File: config.mk
export PLATFORM = sky130hd
export DESIGN_NAME = divider
export DESIGN_NICKNAME = d
export VERILOG_FILES = /design/src/rtl/divider.sv
export SDC_FILE = /design/constraint.sdc
export NUM_CORES = 1
export LEC_CHECK = 0
export ABC_AREA = 1
export ABC_CLOCK_PERIOD_IN_PS = 5400
export BUFFER_PORTS_ARGS = -buffer_cell sky130_fd_sc_hd__buf_2
export CAP_MARGIN = 20
export CORE_MARGIN = 1.5
export CORE_UTILIZATION = 35
export DETAILED_ROUTE_END_ITERATION = 7
export PLACE_DENSITY = 0.55
export SETUP_SLACK_MARGIN = 0.5
export SYNTH_ARGS = -nofsm -noshare
export SYNTH_HDL_FRONTEND = slang
export SYNTH_SLANG_ARGS = --single-unit
File: constraint.sdc
create_clock -name clk -period 5.4 [get_ports clk]
set_input_delay 1.35 -clock clk [delete_from_list [all_inputs] [get_ports clk]]
set_output_delay 1.35 -clock clk [all_outputs]
set_load 0.01 [all_outputs]
File: src/rtl/divider.sv
// Sequential 32-bit signed divider: radix-2 restoring division on operand magnitudes,
// followed by a sign-fix cycle. Quotient and remainder follow C truncation rules.
module divider (
  input  logic        clk,
  input  logic        rst,
  input  logic [31:0] x,
  input  logic [31:0] y,
  input  logic        start,
  output logic [31:0] z,
  output logic [31:0] r,
  output logic        dz,
  output logic        busy
);

  typedef enum logic [1:0] {
    IDLE,
    RUN,
    FIX
  } state_e;

  state_e      state_q;
  logic [4:0]  cnt_q;
  logic [63:0] w_q;
  logic [31:0] absY_q;
  logic [31:0] origX_q;
  logic        sq_q;
  logic        sr_q;
  logic        zero_q;
  logic [31:0] z_q;
  logic [31:0] r_q;
  logic        dz_q;
  logic        busy_q;

  logic [31:0] absX_d;
  logic [31:0] absY_d;
  logic [32:0] diff_d;
  logic [63:0] wStep_d;
  logic [31:0] quot_d;
  logic [31:0] rem_d;

  // Magnitudes wrap naturally, so |0x80000000| stays 0x80000000 as an unsigned value.
  always_comb begin
    absX_d = x[31] ? (32'd0 - x) : x;
    absY_d = y[31] ? (32'd0 - y) : y;
  end

  // One restoring step: trial-subtract the divisor from the shifted partial remainder.
  always_comb begin
    diff_d  = {1'b0, w_q[62:31]} - {1'b0, absY_q};
    wStep_d = {w_q[62:0], 1'b0};
    if (!diff_d[32]) begin
      wStep_d = {diff_d[31:0], w_q[30:0], 1'b1};
    end
  end

  always_comb begin
    quot_d = sq_q ? (32'd0 - w_q[31:0])  : w_q[31:0];
    rem_d  = sr_q ? (32'd0 - w_q[63:32]) : w_q[63:32];
  end

  always_ff @(posedge clk) begin
    if (!rst) begin
      state_q <= IDLE;
      cnt_q   <= 5'd0;
      w_q     <= 64'd0;
      absY_q  <= 32'd0;
      origX_q <= 32'd0;
      sq_q    <= 1'b0;
      sr_q    <= 1'b0;
      zero_q  <= 1'b0;
      z_q     <= 32'd0;
      r_q     <= 32'd0;
      dz_q    <= 1'b0;
      busy_q  <= 1'b0;
    end else begin
      case (state_q)
        IDLE: begin
          if (start) begin
            sq_q    <= x[31] ^ y[31];
            sr_q    <= x[31];
            zero_q  <= (y == 32'd0);
            origX_q <= x;
            absY_q  <= absY_d;
            w_q     <= {32'd0, absX_d};
            cnt_q   <= 5'd0;
            busy_q  <= 1'b1;
            state_q <= RUN;
          end
        end
        RUN: begin
          w_q   <= wStep_d;
          cnt_q <= cnt_q + 5'd1;
          if (cnt_q == 5'd31) begin
            state_q <= FIX;
          end
        end
        FIX: begin
          // A zero divisor reports all-ones quotient and hands the dividend back as remainder.
          if (zero_q) begin
            z_q  <= 32'hFFFF_FFFF;
            r_q  <= origX_q;
            dz_q <= 1'b1;
          end else begin
            z_q  <= quot_d;
            r_q  <= rem_d;
            dz_q <= 1'b0;
          end
          busy_q  <= 1'b0;
          state_q <= IDLE;
        end
        default: begin
          state_q <= IDLE;
          busy_q  <= 1'b0;
        end
      endcase
    end
  end

  assign z    = z_q;
  assign r    = r_q;
  assign dz   = dz_q;
  assign busy = busy_q;

endmodule

==> run metrics, run 1 <==
outcome completed; beginning of the critical path w_q[31]$_SDFFE_PN0P_; first-pass GRT wire length between 70000 and 80000 um; Worst R2R Path Depth 16; worst reg2reg path endpoint w_q[51]$_SDFFE_PN0P_; Cell Rows 73; DRC Markers 0; Die Wd 203 um; critical path capture point type register; starting density of the core around 35%; drt via density between 5 and 6; total grt overflow 0; worst-path fanout max 33; IO Pins ~130; min Tclk post-route ~3.1 ns; Worst Max-Slew Pin Slew ~0.98 ns; Hold Vio Cnt, Final 0; Final HPWL DP around 39000 um; CTS tree yes; CTS Buffer Depth 3; Area Growth Syn to Fin 13.9%; FF+latch count, synth between 200 and 250; dominant synthesized flop cell dfxtp_1; fin. max-slew vios 0; share of post-route cells with drive strength above 1 a little over a tenth; Clock Sinks around 200; Syn Nets approximately 2400; post-detailed-route count of antenna-violating nets 0; Clock Pin Slew Worst Setup and Hold Paths approximately 0.060 ns; Design Power about 10000 uW; Slew Limit Headroom 34.7%; vias in the first global route around 14000; placed cell area between 15000 and 20000 um^2; commonest non-fill, non-tap cell in the layout nand2_1; CP Launch Type register; CTS buffer count 26; cell count after synthesis 2315; r2r setup slk about 2.3 ns; clk_lat worst skew 0.55 ns; Total GRT Usage approximately a quarter; final instance area 16000 um^2; Inst Count DP 2894; fraction of registers with async set or reset after synthesis 0%; fin cells a little under 3000; GP Congestion between 0.9 and 1; Final setup viols 0; CTS H-tree depth 1; clock skew ~0.014 ns; most frequent cells in the layout nand2_1 (597), inv_1 (381), nor2_1 (214); worst path bufs/invs 2; Clock Tree Root clkbuf_16; Setup CP Type reg -> reg; synth warn 0; DR WL/cell between 15 and 20 um; nets 2504; period utilization a little under three fifths; CP arrival about 3.5 ns; Critical Path End w_q[51]$_SDFFE_PN0P_; Netlist cell types 48; sequential-to-total area share from yosys stat between 20 and 30%; DR iter-0 viols between 1000 and 1500; CP most frequent cell nand2_1; IO buf count 132; hold buffers post-CTS 0; WP depth 16; drt total wl just over 50000 um; Syn Std Cell Area 14000 um^2; Core Area ~40000 um^2; slowest cell delay on critical path 0.39 ns; critical path's slowest cell nand2_4; setup tns final 0 ns; reg2reg start w_q[31]$_SDFFE_PN0P_; power density cells ~630 nW/um^2; Die Height just over 200 um; Max Clk Rate 326 MHz; static leakage 0.00800 uW; WP data required 5.87 ns; RSZ-0062 raised after global routing false; utilization after layout just over 40%; VDD IR max roughly 0.40 mV; Die ar. 41300 um^2; largest net degree at the start of global routing between 90 and 100; initial antenna violation count 4; first-pass detailed-route iteration total 6; Vias approximately 15000; class of the worst hold path reg -> reg; Syn Area/Cell 6.06 um^2; post_cts resized 0; EDFF count, synth 0; CP top delay family simple AND/OR/NAND/NOR gates; Post-CTS Setup Bufs 0; CP Cell Sequence inv_1 > ha_1 > fa_1 > inv_1 > nand2_1 > nand2_1 > nand3_1 > nand2_2 > nand2_1 > nand2_2 > nand2_4 > nand2_4 > nand2_4 > o21ai_0 > nand2_1 > a21oi_1; Max-Cap Viols 0
[stage by stage]
stage,hold slack (ns),worst slack [ns]
after floorplan,0.422,2.71
after global placement,0.439,2.19
after detailed placement,0.446,2.17
after CTS,0.454,2.34
after global routing,0.473,2.04
final,0.453,2.33
[flip-flops by register name, indices dropped and copies added, names as in the netlist]
register and count:
w_q 64, absY_q 32, origX_q 32, r 32, z 32, cnt_q 5, state_q 2, busy 1
dz 1, sq_q 1, zero_q 1
[area by class of cell]
class | instances | area [um^2]
diodes | 1 | 2.50
clock buffers | 38 | 787
clock inverters | 7 | 95.1
fillers | 4418 | 23700
inverters | 390 | 1470
multi-input cells | 1632 | 8140
flip-flops and latches | 203 | 4060
well taps | 525 | 657
repair buffers | 144 | 771
[cell usage after synthesis (2+ instances only)]
library cell	number	area, um^2
o21ai_2	13	114
a21boi_0	2	15.0
inv_1	382	1430
and2_1	2	12.5
nand3_2	2	20.0
or2_2	8	50.1
clkbuf_1	62	233
buf_2	17	85.1
nor2_2	12	75.1
nand2_1	597	2240
a22oi_1	16	120
nand2_2	5	31.3
nand2_4	3	33.8
xnor2_1	11	96.3
ha_1	39	488
dfxtp_1	203	4060
o221ai_1	9	78.8
xor2_1	41	359
nor2_1	216	811
a31oi_1	41	257
o211ai_1	12	90.1
o21ai_1	2	10.0
nand4_1	31	194
buf_6	2	22.5
inv_2	6	22.5
nor3_1	30	150
buf_1	8	30.0
a21oi_1	141	706
nor4_1	5	31.3
clkinv_1	2	7.51
o22ai_1	9	56.3
a21oi_2	11	96.3
nor2_4	4	45.0
a22o_1	2	17.5
nand3_1	200	1000
a211oi_1	11	82.6
o21ai_0	142	711
nand3b_1	4	30.0
o31ai_1	3	22.5
[worst register-to-register path: cells and delay by family (launching register included)]
family | cells | cell delay (ns)
and+or+nand+nor | 10 | 1.45
DFF | 1 | 0.33
buffers and inverters | 2 | 0.28
AOI/OAI and AO/OA | 2 | 0.31
adders and majority gates | 2 | 0.62
[power by group]
| part | switching (uW) | internal, uW |
|---|---|---|
| logic | 4310 | 2020 |
| registers | 285 | 1680 |
| clock network | 699 | 1100 |
| total | 5300 | 4810 |
[cell families (layout without fill, tap and decap cells)]
family	Yosys count	after routing	share of synthesized area [%]
and+or+nand+nor	1122	1122	33.8
buffers and inverters	480	579	13.1
AOI/OAI and AO/OA	418	418	17.2
DFF	203	203	29.0
xor gates and xnor gates	52	52	3.25
adders and majority gates	40	40	3.62
other	0	1	0
[per-layer routing]
metal	part of all wire, %	wire [um]	GRT usage [%]	vias to the layer above
li1	-	-	-	7601
met1	48	24400	34.9	6913
met2	44	22500	38.6	454
met3	5.6	2870	2.91	62
met4	2.4	1240	6.19	6
met5	0.11	58	0	-
[worst min path at each step]
stage | cells past startpoint | slack (ns) | to | startpoint
after floorplan | 2 | 0.42 | origX_q[21]$_SDFFE_PN0P_ | origX_q[21]$_SDFFE_PN0P_
after global placement | 2 | 0.44 | origX_q[8]$_SDFFE_PN0P_ | origX_q[8]$_SDFFE_PN0P_
after detailed placement | 2 | 0.45 | origX_q[12]$_SDFFE_PN0P_ | origX_q[12]$_SDFFE_PN0P_
after CTS | 2 | 0.45 | origX_q[12]$_SDFFE_PN0P_ | origX_q[12]$_SDFFE_PN0P_
after global routing | 2 | 0.47 | origX_q[17]$_SDFFE_PN0P_ | origX_q[17]$_SDFFE_PN0P_
final | 2 | 0.45 | origX_q[21]$_SDFFE_PN0P_ | origX_q[21]$_SDFFE_PN0P_
No activity file was read; power rests on OpenSTA's default activity.
==> run 2, diff against run 1 <==
--- a/config.mk
+++ b/config.mk
@@ -5,14 +5,14 @@
 export SDC_FILE = /design/constraint.sdc
 export NUM_CORES = 1
 export LEC_CHECK = 0
-export ABC_AREA = 1
-export ABC_CLOCK_PERIOD_IN_PS = 5400
+export ABC_AREA = 0
+export ABC_CLOCK_PERIOD_IN_PS = 2790
 export BUFFER_PORTS_ARGS = -buffer_cell sky130_fd_sc_hd__buf_2
 export CAP_MARGIN = 20
 export CORE_MARGIN = 1.5
 export CORE_UTILIZATION = 35
 export DETAILED_ROUTE_END_ITERATION = 7
-export PLACE_DENSITY = 0.55
+export PLACE_DENSITY = 0.57
 export SETUP_SLACK_MARGIN = 0.5
 export SYNTH_ARGS = -nofsm -noshare
 export SYNTH_HDL_FRONTEND = slang
==> constraint.sdc (replaced) <==
create_clock -name clk -period 2.79 [get_ports clk]
set_input_delay 0.6975 -clock clk [delete_from_list [all_inputs] [get_ports clk]]
set_output_delay 0.6975 -clock clk [all_outputs]
set_load 0.01 [all_outputs]
==> run metrics, run 2 <==
Syn Std Cell Area 12200 um^2 (-13%); IO buf count 132 (unchanged); CP most frequent cell or4_4; power density cells 695 nW/um^2 (+10%); VDD IR max 0.514 mV (+29%); fin. max-slew vios 0 (unchanged); clock skew 0.00881 ns (-0.00568 ns); outcome completed; Vias 12200 (-19%); GP Congestion 0.886 (-1.6%); Max Clk Rate 364 MHz (+12%); class of the worst hold path reg -> reg; EDFF count, synth 0 (unchanged); RSZ-0062 raised after global routing true; total grt overflow 0 (unchanged); CTS buffer count 26 (unchanged); first-pass detailed-route iteration total 6 (unchanged); clk_lat worst skew 0.53 ns (-0.02 ns); Setup CP Type reg -> reg; vias in the first global route 11500 (-17%); slowest cell delay on critical path 0.54 ns (+0.15 ns); Worst R2R Path Depth 8 (-8); Cell Rows 68 (-6.8%); Syn Area/Cell 7.84 um^2 (+29%); share of post-route cells with drive strength above 1 32.7% (+22 points); min Tclk post-route 2.75 ns (-0.321 ns); commonest non-fill, non-tap cell in the layout nand2_1; reg2reg start w_q[0]$_SDFFE_PN0P_; Worst Max-Slew Pin Slew 1.05 ns (+0.0680 ns); Clock Pin Slew Worst Setup and Hold Paths 0.06 ns (about the same); critical path capture point type register; DR WL/cell 17.8 um (+2.4%); Final HPWL DP 28600 um (-26%); Max-Cap Viols 0 (unchanged); initial antenna violation count 0 (-4); Hold Crit Endpoint r[27]$_SDFFE_PN0N_; sequential-to-total area share from yosys stat 33.2% (+4.3 points); Yosys top cell area share 33.2% (+4.3 points); CTS H-tree depth 1 (unchanged); most common cell in the netlist nand2_1; DRC Markers 0 (unchanged); Clock Tree Root clkbuf_16; drt total wl 40500 um (-21%); IO Pins 133 (unchanged); Hold Vio Cnt, Final 0 (unchanged); static leakage 0.00728 uW (-9.0%); FF+latch count, synth 203 (unchanged); CP top delay family simple AND/OR/NAND/NOR gates; CTS Buffer Depth 3 (unchanged); Clock Sinks 203 (unchanged); Worst Hold Launch r[27]$_SDFFE_PN0N_; Die ar. 36100 um^2 (-13%); CP Launch Type register; setup ws final 0.0390 ns (-2.29 ns); CTS tree yes; r2r setup slk 0.04 ns (-2.29 ns); CP Cell Sequence or4_4 > or4_4 > or4_4 > or2_4 > o41ai_4 > xnor2_1 > nor3_1 > nor2_1; Die Wd 190 um (-6.6%); Slew Limit Headroom 30.1% (-4.5 points); Area Growth Syn to Fin 39.4%; worst slack at placement -0.226 ns (-2.40 ns); Final setup viols 0 (unchanged); Netlist cell types 61 (+27%); worst hold slack 0.449 ns (-0.00392 ns); Die Height 190 um (-6.6%); period utilization 98.6% (+42 points); worst path bufs/invs 0 (-2); fraction of registers with async set or reset after synthesis 0% (unchanged); hold buffers post-CTS 0 (unchanged); Syn Nets 1667 (-31%); nets 1909 (-24%); post-detailed-route count of antenna-violating nets 0 (unchanged); CP arrival 3.17 ns (-0.37 ns); largest net degree at the start of global routing 183 (+95%); WP data required 3.21 ns (-2.66 ns); worst reg2reg path endpoint z[25]$_SDFFE_PN0N_; drt via density 5.36 (+4.9%); Synth top cells by count nand2_1 (257), dfxtp_1 (203), o21ai_0 (163); critical path's slowest cell or4_4; dominant synthesized flop cell dfxtp_1; starting density of the core 35.5% (+0.090 points); Largest register FFs 64 (unchanged); main area contributors after synthesis dfxtp_1 (33%), nand2_1 (7.9%), o21ai_0 (6.7%), xor2_1 (6.2%), a21oi_1 (4.3%); Biggest register w_q; synth warn 0 (unchanged); hold path depth 2 (unchanged); most frequent cells in the layout nand2_1 (237), dfxtp_1 (181), buf_4 (139); Core Area 34500 um^2 (-13%); cell count after synthesis 1560 (-33%); Design Power 11900 uW (+17%); worst-path fanout max 5 (-85%); Total GRT Usage 21.6% (-2.8 points); DR iter-0 viols 674 (-37%); first-pass GRT wire length 62700 um (-21%); Yosys top cell by area dfxtp_1
run 2: changes by cell type after synthesis, moves of 28 or more:
cell	previous run	this run
a21boi_0	2	53
a21oi_1	141	104
a31oi_1	41	6
clkbuf_1	62	90
inv_1	382	48
nand2_1	597	257
nand3_1	200	18
nor2_1	216	52
o31ai_1	3	41
xnor2_1	11	56
xor2_1	41	87
run 2: what timing repair did:
| item | in CTS | in global routing |
|---|---|---|
| buffers inserted | 27 | 18 |
| endpoints found under the setup margin | 77 | 86 |
| gates resized for setup | 108 | 149 |
| pin swaps | 51 | 87 |
| cloned | 4 | 3 |
run 2: cells by family after synthesis:
group / synth area share [%]
and+or+nand+nor: 19.6
AOI/OAI and AO/OA: 27.5
xor gates and xnor gates: 10.2
muxes: 0.573
DFF: 33.2
buffers and inverters: 4.71
adders and majority gates: 4.16
run 2: metrics by stage:
stage	instances	utilization (%)	setup TNS, ns	cell area (um^2)
final	2278	49.5	0	17000
after global routing	2277	49.5	-0.0638	17000
after CTS	2255	47.1	0	16200
after detailed placement	2176	42.3	-2.32	14600
after global placement	2176	42.3	-1.90	14600
after floorplan	1560	-	-0.113	12700
run 2: where the power goes:
part           internal, uW  switching [uW]
combinational          2450            2610
sequential             3070             181
clock                  2200            1340
run 2: how the worst max path moves through the flow:
stage	startpoint	end	cells past startpoint
finish	w_q[0]$_SDFFE_PN0P_	z[25]$_SDFFE_PN0N_	8
global route	w_q[0]$_SDFFE_PN0P_	z[25]$_SDFFE_PN0N_	8
CTS	w_q[3]$_SDFFE_PN0P_	z[25]$_SDFFE_PN0N_	8
detailed placement	y[1]	absY_q[30]$_SDFFE_PN0P_	11
global placement	y[1]	absY_q[30]$_SDFFE_PN0P_	11
floorplan	y[1]	absY_q[30]$_SDFFE_PN0P_	11
run 2: routing by layer:
layer,global-route usage (%),wire (um)
met5,0,0
met4,6.01,1020
met3,2.12,2050
met2,36.0,18900
met1,29.5,18600
run 2: area by class of cell:
class / count / area (um^2)
clock inverter: 12 / 170
clock buffer: 36 / 729
sequential: 203 / 4100
inverter: 48 / 203
fill: 3305 / 17400
tap: 455 / 569
multi-input combinational: 1206 / 8850
timing repair buffer: 317 / 2420
antenna: 1 / 2.50
run 2: tightest hold or removal path, cell delays in order, from the launching register on:
cell	delay [ns]
dfxtp_1	0.30
nand3_1	0.06
nand2_1	0.04
==> run 3, diff against run 2 <==
--- a/config.mk
+++ b/config.mk
@@ -6,13 +6,13 @@
 export NUM_CORES = 1
 export LEC_CHECK = 0
 export ABC_AREA = 0
-export ABC_CLOCK_PERIOD_IN_PS = 2790
+export ABC_CLOCK_PERIOD_IN_PS = 2800
 export BUFFER_PORTS_ARGS = -buffer_cell sky130_fd_sc_hd__buf_2
 export CAP_MARGIN = 20
 export CORE_MARGIN = 1.5
 export CORE_UTILIZATION = 35
 export DETAILED_ROUTE_END_ITERATION = 7
-export PLACE_DENSITY = 0.57
+export PLACE_DENSITY = 0.55
 export SETUP_SLACK_MARGIN = 0.5
 export SYNTH_ARGS = -nofsm -noshare
 export SYNTH_HDL_FRONTEND = slang
==> constraint.sdc (replaced) <==
create_clock -name clk -period 2.8 [get_ports clk]
set_input_delay 0.7 -clock clk [delete_from_list [all_inputs] [get_ports clk]]
set_output_delay 0.7 -clock clk [all_outputs]
set_load 0.01 [all_outputs]
==> run metrics, run 3 (synthesis gave the netlist of run 2 again) <==
Area Growth Syn to Fin 38.6%; Cell Rows 68 (unchanged); Core Area 34500 um^2 (unchanged); first-pass GRT wire length 62600 um (about the same); DRC Markers 0 (unchanged); RSZ-0062 raised after global routing true; power density cells 669 nW/um^2 (-3.8%); static leakage 0.00719 uW (-1.3%); CP Launch Type register; Worst Max-Slew Pin Slew 1.02 ns (-0.0287 ns); total grt overflow 0 (unchanged); worst reg2reg path endpoint z[27]$_SDFFE_PN0N_; period utilization 101% (+2.4 points); Die Wd 190 um (unchanged); IO buf count 132 (unchanged); CTS buffer count 24 (-7.7%); share of post-route cells with drive strength above 1 32.5% (-0.12 points); GP Congestion 0.897 (+1.2%); Hold Vio Cnt, Final 0 (unchanged); DR iter-0 viols 723 (+7.3%); Clock Sinks 203 (unchanged); Critical Path End z[27]$_SDFFE_PN0N_; drt via density 5.36 (-0.12%); IO Pins 133 (unchanged); Final HPWL DP 28900 um (+0.99%); post-detailed-route count of antenna-violating nets 0 (unchanged); failing checks setup timing; Final setup viols 2 (+2); commonest non-fill, non-tap cell in the layout nand2_1; nets 1892 (-0.89%); most frequent cells in the layout nand2_1 (242), dfxtp_1 (181), buf_4 (129); Max Clk Rate 354 MHz (-2.7%); CP arrival 3.23 ns (+0.06 ns); DR WL/cell 17.9 um (+0.68%); clock skew 0.0180 ns (+0.00922 ns); initial antenna violation count 0 (unchanged); setup ws final -0.0281 ns (-0.0671 ns); clk_lat worst skew 0.52 ns (about the same); Largest register FFs 64 (unchanged); Max-Cap Viols 0 (unchanged); CTS H-tree depth 1 (unchanged); Slew Limit Headroom 32.1% (+1.9 points); r2r setup slk -0.03 ns (-0.07 ns); largest net degree at the start of global routing 80 (-56%); Total GRT Usage 21.6% (+0.026 points); min Tclk post-route 2.83 ns (+0.0771 ns); class of the worst hold path reg -> reg; critical path capture point type register; CTS tree yes; Die Height 190 um (unchanged); Worst R2R Path Depth 8 (unchanged); starting density of the core 35.5% (unchanged); vias in the first global route 11700 (+1.3%); Die ar. 36100 um^2 (unchanged); drt total wl 40400 um (-0.29%); VDD IR max 0.414 mV (-19%); final instance area 16900 um^2 (-0.57%); Clock Pin Slew Worst Setup and Hold Paths 0.06 ns (about the same); Vias 12100 (-1.1%); Clock Tree Root clkbuf_16; Setup CP Type reg -> reg; WP data required 3.20 ns (about the same); worst-path fanout max 4 (-1); placed cell area 14500 um^2 (-0.74%); # diodes 0 (-1); first-pass detailed-route iteration total 5 (-1); Biggest register w_q; beginning of the critical path w_q[3]$_SDFFE_PN0P_; reg2reg start w_q[3]$_SDFFE_PN0P_; CTS Buffer Depth 3 (unchanged); fin. max-slew vios 0 (unchanged); worst slack at placement -0.230 ns (-0.00343 ns); outcome finished with violations
## run 3: changes by cell type in the layout (fill, tap and decap cells not counted), sizes merged
cell	delta
inv	-1
diode	-1
clkinv	-3
buf	-15
bufinv	-2
## run 3: per-stage QoR
stage                     total power, uW  util (%)  instances  TNS [ns]  hold WS [ns]
after floorplan                      5580         -       1560   -0.0978         0.438
after global placement               6550      42.0       2161     -1.82         0.443
after detailed placement             6570      42.0       2161     -2.34         0.449
after CTS                           10600      46.8       2236         0         0.447
after global routing                11900      49.2       2256    -0.338         0.475
final                               11300      49.2       2256   -0.0307         0.451
## run 3: where the power goes
part	leakage (uW)	switching (uW)	internal, uW
clock network	0.000391	1240	1940
registers	0.00167	179	3060
logic	0.00513	2600	2310
## run 3: routing by layer
layer / track usage [%] / routed length [um] / share of wire, %
met2: 36.4 / 19200 / 47
met1: 29.0 / 18400 / 46
met3: 2.20 / 1790 / 4.4
met4: 6.62 / 1030 / 2.5
met5: 0 / 0 / 0
## run 3: critical path: stages, from the launching register on
cell     delay [ns]
dfxtp_2        0.32
or4_4          0.57
or4_4          0.52
or4_4          0.43
or2_4          0.28
buf_4          0.15
o31ai_4        0.18
xor2_1         0.18
a21oi_1        0.08
## run 3: worst min path at each step
| stage | start | endpoint | slack (ns) | depth (start not counted) |
|---|---|---|---|---|
| final | r[10]$_SDFFE_PN0N_ | r[10]$_SDFFE_PN0N_ | 0.45 | 2 |
| after CTS | y[24] | absY_q[24]$_SDFFE_PN0P_ | 0.45 | 3 |
| after detailed placement | r[18]$_SDFFE_PN0N_ | r[18]$_SDFFE_PN0N_ | 0.45 | 2 |
| after global routing | r[18]$_SDFFE_PN0N_ | r[18]$_SDFFE_PN0N_ | 0.47 | 2 |
| after global placement | r[27]$_SDFFE_PN0N_ | r[27]$_SDFFE_PN0N_ | 0.44 | 2 |
| after floorplan | origX_q[29]$_SDFFE_PN0P_ | origX_q[29]$_SDFFE_PN0P_ | 0.44 | 2 |
## run 3: final cells by class
| class | count | area, um^2 |
|---|---|---|
| inverter | 48 | 203 |
| clock inverter | 6 | 82.6 |
| multi-input combinational | 1206 | 9000 |
| tap | 455 | 569 |
| timing repair buffer | 302 | 2270 |
| sequential | 203 | 4100 |
| fill | 3388 | 17500 |
| clock buffer | 36 | 717 |
## run 3: timing repair
| item | in CTS | in global routing |
|---|---|---|
| cloned | 5 | 3 |
| gates resized for setup | 148 | 136 |
| endpoints found under the setup margin | 76 | 88 |
| pin swaps | 70 | 60 |
| hold buffers | 0 | 0 |
| buffers inserted | 28 | 17 |
